<file path="src/rtl/hazard_pkg.sv">
// Shared types for the pipeline hazard controller: forwarding selects, FSM states, bubble counter width.
// No logic; latency and backpressure are defined by the modules that import it.
package hazard_pkg;

  localparam int LAT_CNT_W = 3;

  typedef enum logic [1:0] {
    FWD_RF = 2'b00,
    FWD_W  = 2'b01,
    FWD_M  = 2'b10
  } fwd_sel_t;

  typedef enum logic [1:0] {
    HZ_IDLE     = 2'b00,
    HZ_LU_STALL = 2'b01,
    HZ_MEM_WAIT = 2'b10
  } hz_state_t;

endpackage

</file>
<file path="src/rtl/hazard_fwd_sel.sv">
// Forwarding source select for one E-stage operand; combinational, zero latency.
// M result beats W; x0 and non-writing stages are never sources; no backpressure.
module hazard_fwd_sel
  import hazard_pkg::*;
#(
  parameter int REG_AW = 5
) (
  input  logic [REG_AW-1:0] rs,
  input  logic [REG_AW-1:0] rd_m,
  input  logic              reg_write_m,
  input  logic [REG_AW-1:0] rd_w,
  input  logic              reg_write_w,
  output fwd_sel_t          sel
);

  always_comb begin
    sel = FWD_RF;
    if (rs != '0) begin
      if (reg_write_m && (rd_m == rs))      sel = FWD_M;
      else if (reg_write_w && (rd_w == rs)) sel = FWD_W;
    end
  end

endmodule

</file>
<file path="src/rtl/hazard_ctrl.sv">
// Pipeline hazard controller (forwarding, load-use stall, dmem freeze, flushes); outputs same-cycle.
// dmem_busy_m freezes the whole pipe and defers redirects; optional perf counters under HAZARD_PERF_EN.
module hazard_ctrl
  import hazard_pkg::*;
#(
  parameter int REG_AW   = 5,
  parameter int LOAD_LAT = 1,
  parameter int CNT_W    = 32
) (
  input  logic              clk,
  input  logic              rst_n,
  input  logic [REG_AW-1:0] rs1_d,
  input  logic [REG_AW-1:0] rs2_d,
  input  logic              rs1_used_d,
  input  logic              rs2_used_d,
  input  logic [REG_AW-1:0] rs1_e,
  input  logic [REG_AW-1:0] rs2_e,
  input  logic [REG_AW-1:0] rd_e,
  input  logic              mem_read_e,
  input  logic [REG_AW-1:0] rd_m,
  input  logic [REG_AW-1:0] rd_w,
  input  logic              reg_write_m,
  input  logic              reg_write_w,
  input  logic              dmem_busy_m,
  input  logic              branch_taken_e,
  input  logic              jump_d,
  output logic [1:0]        fwd_a_e,
  output logic [1:0]        fwd_b_e,
  output logic              stall_f,
  output logic              stall_d,
  output logic              stall_e,
  output logic              stall_m,
  output logic              flush_d,
  output logic              flush_e,
  output logic              flush_w,
  output logic [CNT_W-1:0]  perf_stall_cyc,
  output logic [CNT_W-1:0]  perf_flush_cnt
);

  localparam logic [LAT_CNT_W-1:0] LAT_INIT = LAT_CNT_W'(LOAD_LAT - 1);

  fwd_sel_t fwd_a, fwd_b;

  hazard_fwd_sel #(.REG_AW(REG_AW)) u_fwd_a (
    .rs(rs1_e), .rd_m(rd_m), .reg_write_m(reg_write_m),
    .rd_w(rd_w), .reg_write_w(reg_write_w), .sel(fwd_a)
  );

  hazard_fwd_sel #(.REG_AW(REG_AW)) u_fwd_b (
    .rs(rs2_e), .rd_m(rd_m), .reg_write_m(reg_write_m),
    .rd_w(rd_w), .reg_write_w(reg_write_w), .sel(fwd_b)
  );

  hz_state_t            state, state_nxt, ret_state, ret_nxt, eff_state;
  logic [LAT_CNT_W-1:0] lu_cnt, lu_cnt_nxt;
  logic                 flush_pend, flush_pend_nxt;
  logic                 lu, redirect;
  logic                 st_f, st_d, st_e, st_m, fl_d, fl_e, fl_w;

  assign lu = mem_read_e && (rd_e != '0) &&
              ((rs1_used_d && (rd_e == rs1_d)) || (rs2_used_d && (rd_e == rs2_d)));

  // While frozen, the remembered state is the one that resumes on exit.
  assign eff_state = (state == HZ_MEM_WAIT) ? ret_state : state;
  assign redirect  = branch_taken_e | flush_pend;

  always_comb begin
    state_nxt      = eff_state;
    ret_nxt        = ret_state;
    lu_cnt_nxt     = lu_cnt;
    flush_pend_nxt = flush_pend;
    st_f = 1'b0; st_d = 1'b0; st_e = 1'b0; st_m = 1'b0;
    fl_d = 1'b0; fl_e = 1'b0; fl_w = 1'b0;
    if (dmem_busy_m) begin
      st_f = 1'b1; st_d = 1'b1; st_e = 1'b1; st_m = 1'b1;
      fl_w = 1'b1;
      state_nxt = HZ_MEM_WAIT;
      ret_nxt   = eff_state;
      if (branch_taken_e || jump_d) flush_pend_nxt = 1'b1;
    end else begin
      flush_pend_nxt = 1'b0;
      fl_d = redirect | jump_d;
      fl_e = redirect;
      if (redirect) begin
        state_nxt  = HZ_IDLE;
        lu_cnt_nxt = '0;
      end else if (eff_state == HZ_LU_STALL) begin
        st_f = 1'b1;
        fl_e = 1'b1;
        lu_cnt_nxt = lu_cnt - LAT_CNT_W'(1);
        if (lu_cnt == LAT_CNT_W'(1)) state_nxt = HZ_IDLE;
      end else if (lu) begin
        st_f = 1'b1;
        fl_e = 1'b1;
        if (LOAD_LAT > 1) begin
          state_nxt  = HZ_LU_STALL;
          lu_cnt_nxt = LAT_INIT;
        end
      end
      // A flushed D slot must not also be held.
      st_d = st_f & ~fl_d;
    end
  end

  always_ff @(posedge clk or negedge rst_n) begin
    if (!rst_n) begin
      state      <= HZ_IDLE;
      ret_state  <= HZ_IDLE;
      lu_cnt     <= '0;
      flush_pend <= 1'b0;
    end else begin
      state      <= state_nxt;
      ret_state  <= ret_nxt;
      lu_cnt     <= lu_cnt_nxt;
      flush_pend <= flush_pend_nxt;
    end
  end

  assign fwd_a_e = rst_n ? fwd_a : FWD_RF;
  assign fwd_b_e = rst_n ? fwd_b : FWD_RF;
  assign stall_f = rst_n & st_f;
  assign stall_d = rst_n & st_d;
  assign stall_e = rst_n & st_e;
  assign stall_m = rst_n & st_m;
  assign flush_d = rst_n & fl_d;
  assign flush_e = rst_n & fl_e;
  assign flush_w = rst_n & fl_w;

`ifdef HAZARD_PERF_EN
  logic [CNT_W-1:0] stall_cyc_q, flush_cnt_q;

  always_ff @(posedge clk or negedge rst_n) begin
    if (!rst_n) begin
      stall_cyc_q <= '0;
      flush_cnt_q <= '0;
    end else begin
      if ((st_f || st_d || st_e || st_m) && (stall_cyc_q != '1))
        stall_cyc_q <= stall_cyc_q + CNT_W'(1);
      if (fl_d && (flush_cnt_q != '1))
        flush_cnt_q <= flush_cnt_q + CNT_W'(1);
    end
  end

  assign perf_stall_cyc = stall_cyc_q;
  assign perf_flush_cnt = flush_cnt_q;
`else
  assign perf_stall_cyc = '0;
  assign perf_flush_cnt = '0;
`endif

endmodule

</file>
<file path="config.mk">
export PLATFORM = sky130hd
export DESIGN_NAME = hazard_ctrl
export DESIGN_NICKNAME = d
export VERILOG_FILES = /design/src/rtl/hazard_pkg.sv /design/src/rtl/hazard_fwd_sel.sv /design/src/rtl/hazard_ctrl.sv
export SDC_FILE = /design/constraint.sdc
export NUM_CORES = 1
export LEC_CHECK = 0
export ABC_AREA = 0
export BUFFER_PORTS_ARGS = -buffer_cell sky130_fd_sc_hd__buf_4
export CAP_MARGIN = 20
export CORE_MARGIN = 5
export CORE_UTILIZATION = 30
export CTS_CLUSTER_DIAMETER = 150
export DETAILED_ROUTE_END_ITERATION = 6
export PLACE_DENSITY = 0.74
export SLEW_MARGIN = 20
export SYNTH_ARGS = -nofsm -noshare
export SYNTH_HDL_FRONTEND = slang
export SYNTH_SLANG_ARGS = --single-unit
export TNS_END_PERCENT = 100
</file>
<file path="constraint.sdc">
create_clock -name clk -period 1.5 [get_ports clk]
set_input_delay 0.075 -clock clk [delete_from_list [all_inputs] [get_ports clk]]
set_output_delay 0.075 -clock clk [all_outputs]
set_load 0.1 [all_outputs]
</file>
==> results of run 1 <==
==> power groups by stage <==
stage,sequential (W),combinational (W),clock [W]
after floorplan,0.000225,0.00104,0
after detailed placement,0.000225,0.00107,0
after global routing,0.000222,0.00115,0.000287
final,0.000222,0.00111,0.000267
after CTS,0.000222,0.00110,0.000273
after global placement,0.000224,0.00107,0
==> cell type report <==
cell class | instances | area share
multi-input combinational | 155 | 0.5336
timing repair buffer | 68 | 0.2968
sequential | 8 | 0.1055
tap | 52 | 0.03430
clock buffer | 3 | 0.02177
inverter | 4 | 0.007916
==> registers in the layout, indices dropped and copies added, names as in the netlist <==
name / flops
lu_cnt: 3
ret_state: 2
state: 2
flush_pend: 1
==> cell families (layout without fill, tap and decap cells) <==
family,Yosys count,count (layout),synth area share
mux,1,1,0.007247
simple gates,39,39,0.1703
xor+xnor,30,30,0.1902
flops,8,8,0.1449
compound gates,19,19,0.08787
buf+inv,73,75,0.3786
other cells,1,64,0.002715
fa+ha+maj,2,2,0.01811
==> metrics by stage <==
step	std cells	hold WS, ns
after floorplan	236	-0.2206
after global placement	284	-0.05406
after detailed placement	284	-0.05333
after CTS	288	0.1232
after global routing	290	0.1399
final	290	0.1228
==> routing by layer <==
layer	wire length, microns	vias up	global-route usage
li1	-	584	-
met1	1211	546	0.1124
met2	2007	62	0.2154
met3	453	4	0.03935
met4	42	0	0.03608
met5	0	-	0
==> cell usage in the layout (no fill, tap or decap), types with 4 or more instances in the layout <==
cell type  synthesis  routed
conb_1             1      64
buf_4             66      63
xor2_1            16      16
xnor2_1           14      14
dfrtp_1            8       8
inv_1              4       4
a21oi_1            4       4
nor4_1             6       4
nor2_1             7       4
buf_12             0       4
==> worst paths after layout <==
kind / slack (ns) / end / cells after the start / from
worst max-delay path: -0.09 / stall_f / 5 / state[1]$_DFF_PN0_
worst min-delay path: 0.12 / ret_state[1]$_DFFE_PN0P_ / 2 / dmem_busy_m
worst max register to register: 0.09 / lu_cnt[1]$_DFFE_PN0P_ / 5 / state[1]$_DFF_PN0_
worst min register to register: 0.51 / lu_cnt[0]$_DFFE_PN0P_ / 1 / lu_cnt[0]$_DFFE_PN0P_
max in group asynchronous: 0.77 / flush_pend$_DFFE_PN0P_ / 2 / rst_n
min in group asynchronous: 0.44 / lu_cnt[2]$_DFFE_PN0P_ / 2 / rst_n
==> repair_timing <==
item,CTS,global route
endpoints found under the hold margin,8,0
pin swaps,2,2
hold buffers,1,0
resized for setup,14,4
endpoints found under the setup margin,3,3
setup buffers,0,2
==> summary.md, run 1 <==
| Metric | Value |
|---|---|
| Ys flop type | `dfrtp_1` |
| Final worst setup slack | `-0.09210 ns` |
| CP startpoint kind | `flop` |
| DRC | `0` |
| Clk_skew | `between 0.004 and 0.005 ns` |
| Post-Syn Area | `1381 sq um` |
| Placement Rows | `24` |
| Setup violators final | `3` |
| Final Util | `0.4297` |
| Max Cap Viol | `0` |
| Multi-input gate area | `between 1000 and 1500 sq um` |
| Post-Syn Instances | `roughly 170` |
| Final total power | `0.001597 W` |
| Comb pwr share | `0.694` |
| I/O Buffers | `55` |
| Avg WL per Cell | `about 13 microns` |
| Synth top area share | `0.3587` |
| Design area | `1897 sq um` |
| First DRT Iteration DRCs | `31` |
| Clk network pwr share | `0.167` |
| Commonest cells post-synth | `66 x buf_4, 16 x xor2_1, 14 x xnor2_1, 8 x dfrtp_1, 7 x nor2_1` |
| Status | `finished, violations left` |
| Yosys top cell by area | `buf_4` |
| Largest net degree at the start of global routing | `14` |
| CTS max path bufs | `2` |
| Sequential-to-total area share from yosys stat | `0.1449` |
| Nets | `287` |
| DRT antenna net count | `0` |
| WP data arrival | `1.52 ns` |
| Crit path time final | `approximately 1.6 ns` |
| CP top delay family | `simple AND/OR/NAND/NOR gates` |
| Die area | `between 6000 and 7000 sq um` |
| Initial DRT Pass Iterations | `3` |
| Clk Latency, worst-skew pair | `between 0.2 and 0.25 ns` |
| Sw frac | `0.6344` |
| RSZ-0062 raised after global routing | `yes` |
| Leakage | `a little over 0.9 nW` |
| Fraction of registers with async set/reset | `1.000` |
| CTS tree | `built` |
| Reg area | `around 200 sq um` |
| Critical Path RT | `about 1.4 ns` |
| Seq cells post-synth | `8` |
| Maximum clock frequency | `between 0.6 and 0.7 GHz` |
| DR vias/cell | `between 4 and 5` |
| Sum Neg Setup Slack | `-0.2616 ns` |
| Total CTS buffers | `3` |
| Detailed Place HPWL | `about 3.2 mm` |
| Vias in the first global route | `1137` |
| Fillcell total | `448` |
| Hold Path Class | `input pin to flop` |
| Htree depth | `1` |
| PD cells | `~840 nW/um^2` |
| Max FO, Critical Path | `4` |
| Max stage delay on crit path | `0.38 ns` |
| Buf/Inv on CP | `1` |
| EDFF count, synth | `0` |
| Setup CP Type | `flop to output port` |
| Initial Util | `0.3129` |
| Via count | `about 1200` |
| Pre-CTS WS | `-0.02096 ns` |
| Ys Warns | `0` |
| Dpl cell area | `approximately 1700 sq um` |
| Clock slew at reported path FFs | `0.04 ns` |
| Part of the cycle the worst path needs | `1.061` |
| Total grt overflow | `0` |
| Clock Tree Root | `clkbuf_8` |
| Clk sink count | `8` |
| Final Hold Vio Count | `0` |
| Total track usage | `0.1130` |
| CP Capture Type | `output port` |
| First-pass GRT wire length | `5.471 mm` |
| Register share of total power | `0.139` |
| Internal power | `around 0.00058 W` |
| Fin. max-slew vios | `0` |
| Die Y | `about 78 microns` |
| GP Congestion | `0.8507` |
| Die W | `a little under 80 microns` |
| Number of I/O pins | `between 100 and 150` |
| Synth cell types | `37` |
| CP max stage cell | `dfrtp_1` |
| Layout cell share with drive strength beyond 1 | `0.3613` |
| Average size of a mapped cell | `7.985 sq um` |
| Most common cell in the synthesized netlist | `buf_4` |
| Routed WL | `approximately 3.7 mm` |
| Diode count | `0` |
| Worst vdd ir | `around 0.3 mV` |
| Switching pwr | `between 0.001 and 0.0015 W` |
| Initial antenna violation count | `0` |
| Core area | `approximately 4400 sq um` |
| CP Cell Sequence | `and4bb_1 -> or2_4 -> a31oi_4 -> o21ai_4 -> buf_12` |
| Top post-synthesis cells by area | `buf_4 36%, dfrtp_1 14%, xor2_1 10%, xnor2_1 8.9%, nor4_1 2.7%` |
| Failing checks | `setup timing` |
| Area Growth Syn to Fin | `37.32%` |
No activity file was read; power rests on OpenSTA's default activity.
==> inputs of run 2 (changes only) <==
--- a/config.mk
+++ b/config.mk
@@ -8,11 +8,13 @@
 export ABC_AREA = 0
 export BUFFER_PORTS_ARGS = -buffer_cell sky130_fd_sc_hd__buf_4
 export CAP_MARGIN = 20
+export CORE_ASPECT_RATIO = 1.25
 export CORE_MARGIN = 5
 export CORE_UTILIZATION = 30
 export CTS_CLUSTER_DIAMETER = 150
 export DETAILED_ROUTE_END_ITERATION = 6
 export PLACE_DENSITY = 0.74
+export SKIP_CTS_REPAIR_TIMING = 1
 export SLEW_MARGIN = 20
 export SYNTH_ARGS = -nofsm -noshare
 export SYNTH_HDL_FRONTEND = slang
==> run 2 against run 1 <==
Against the previous run: the run still ends with setup timing left; sequential cell count did not move; sequential share of layout area hardly changed; die area increased by 0.14%; first-iteration DRC count shrank 32%; clock skew shrank 0.0018 ns; largest cell class unchanged; combinational power hardly changed; setup slack got worse by 0.089 ns.
==> summary.md, run 2 (synthesis gave the netlist of run 1 again) <==
| Metric | Value |
|---|---|
| RSZ-0062 raised after global routing | `yes (unchanged)` |
| Die Y | `85.87 microns (was 77.86 microns)` |
| DRT antenna net count | `0 (unchanged)` |
| Clk sink count | `8 (unchanged)` |
| Fin. max-slew vios | `0 (unchanged)` |
| Placed Cells incl. Taps | `291 (was 284)` |
| Total CTS buffers | `3 (unchanged)` |
| Htree depth | `1 (unchanged)` |
| Critical Path RT | `1.42 ns (about the same)` |
| Worst vdd ir | `0.3077 mV (was 0.3078 mV)` |
| Routed WL | `3.472 mm (was 3.713 mm)` |
| Hold Path Class | `input pin to flop (unchanged)` |
| Layout cell share with drive strength beyond 1 | `0.3598 (was 0.3613)` |
| Leakage | `0.9386 nW (was 0.9359 nW)` |
| CP startpoint kind | `flop (unchanged)` |
| Maximum clock frequency | `0.5948 GHz (was 0.6281 GHz)` |
| DRC | `0 (unchanged)` |
| Diode count | `0 (unchanged)` |
| Regs by FF count | `lu_cnt x3, ret_state x2, state x2 (unchanged)` |
| Part of the cycle the worst path needs | `1.121 (was 1.061)` |
| Initial antenna violation count | `0 (unchanged)` |
| GP Congestion | `0.8830 (was 0.8507)` |
| Placement Rows | `27 (was 24)` |
| Clock slew at reported path FFs | `0.04 ns (about the same)` |
| Final Hold Vio Count | `0 (unchanged)` |
| Via count | `1211 (was 1196)` |
| Initial DRT Pass Iterations | `2 (was 3)` |
| First-pass GRT wire length | `5.016 mm (was 5.471 mm)` |
| Top reg by flops | `lu_cnt (unchanged)` |
| Failing checks | `setup timing (unchanged)` |
| Total grt overflow | `0 (unchanged)` |
| Clk_skew | `0.003019 ns (was 0.004854 ns)` |
| WP data arrival | `1.61 ns (was 1.52 ns)` |
| Clk Latency, worst-skew pair | `0.23 ns (about the same)` |
| Worst Setup SP | `state[0]$_DFF_PN0_ (was state[1]$_DFF_PN0_)` |
| Finished Layout Cells | `297 (was 290)` |
| CTS max path bufs | `2 (unchanged)` |
| Core area | `4425 sq um (was 4414 sq um)` |
| Setup violators final | `3 (unchanged)` |
| Crit path time final | `1.681 ns (was 1.592 ns)` |
| I/O Buffers | `55 (unchanged)` |
| Setup CP Type | `flop to output port (unchanged)` |
| Die W | `70.69 microns (was 77.86 microns)` |
| Area Growth Syn to Fin | `37.86% (was 37.32%)` |
| PD cells | `830.2 nW/um^2 (was 841.9 nW/um^2)` |
| DR vias/cell | `4.077 (was 4.124)` |
| Total track usage | `0.1012 (was 0.1130)` |
| Min-delay src | `dmem_busy_m (unchanged)` |
| Die area | `6070 sq um (was 6061 sq um)` |
| Most common cell after layout, fill and taps aside | `conb_1 (unchanged)` |
| Nets | `288 (was 287)` |
| First DRT Iteration DRCs | `21 (was 31)` |
| Final Util | `0.4303 (was 0.4297)` |
| Max reg flops | `3 (unchanged)` |
| Largest net degree at the start of global routing | `20 (was 14)` |
| CTS tree | `built (unchanged)` |
| Max Cap Viol | `0 (unchanged)` |
| R2r startpoint | `state[0]$_DFF_PN0_ (was state[1]$_DFF_PN0_)` |
| Number of I/O pins | `120 (unchanged)` |
| Final worst setup slack | `-0.1812 ns (was -0.09210 ns)` |
| Detailed Place HPWL | `2.939 mm (was 3.159 mm)` |
| Clock Tree Root | `clkbuf_8 (unchanged)` |
| Status | `finished, violations left (unchanged)` |
| Vias in the first global route | `1137 (unchanged)` |
| CP Capture Type | `output port (unchanged)` |
| Max FO, Critical Path | `4 (unchanged)` |
| Most frequent cells in the layout | `64 x conb_1, 63 x buf_4, 16 x xor2_1, 14 x xnor2_1, 8 x dfrtp_1 (unchanged)` |
| Avg WL per Cell | `11.69 microns (was 12.80 microns)` |
| Initial Util | `0.3121 (was 0.3129)` |
==> run 2: final timing paths <==
kind | slack [ns] | endpoint | cells after the start
min in group asynchronous | 0.42 | ret_state[0]$_DFFE_PN0P_ | 2
worst max register to register | 0.04 | lu_cnt[0]$_DFFE_PN0P_ | 5
worst min-delay path | 0.12 | ret_state[1]$_DFFE_PN0P_ | 2
max in group asynchronous | 0.81 | lu_cnt[1]$_DFFE_PN0P_ | 2
worst min register to register | 0.52 | lu_cnt[0]$_DFFE_PN0P_ | 1
worst max-delay path | -0.18 | stall_f | 5
==> run 2: final cells by class <==
type / count / area, sq um
repair buffers: 69 / 565.5
well taps: 58 / 72.57
inverters: 4 / 15.01
flip-flops and latches: 8 / 200.2
multi-input cells: 155 / 1010
fillers: 465 / 2521
clock buffers: 3 / 41.29
==> run 2: metal layers <==
layer	part of all wire	global-route usage
met5	0	0
met4	0.021	0.05641
met3	0.14	0.03283
met2	0.53	0.1797
met1	0.31	0.1034
==> run 2: stage by stage <==
step | worst slack (ns) | instance area [sq um] | hold slack (ns) | total power, W | setup TNS [ns]
3_5_place_dp | -0.02805 | 1760 | -0.05493 | 0.001293 | -0.03682
6_report | -0.1812 | 1904 | 0.1247 | 0.001581 | -0.4628
2_1_floorplan | -0.1347 | 1710 | -0.2206 | 0.001264 | -0.3817
4_1_cts | -0.2773 | 1802 | -0.3023 | 0.001558 | -0.6927
3_3_place_gp | -0.009337 | 1760 | -0.05682 | 0.001289 | -0.009337
5_1_grt | -0.2079 | 1904 | 0.1414 | 0.001638 | -0.5908
==> run 2: power breakdown <==
part	switching (W)	internal, W
clock network	0.0000861	0.000174
registers	0.00000186	0.000220
logic	0.000915	0.000184
==> run 2: worst max-delay path, cell delays in order (launching register included) <==
cell and delay [ns]:
dfrtp_1 0.39, and4bb_1 0.25, or2_4 0.27, a31oi_4 0.21, o21ai_4 0.08, buf_12 0.17
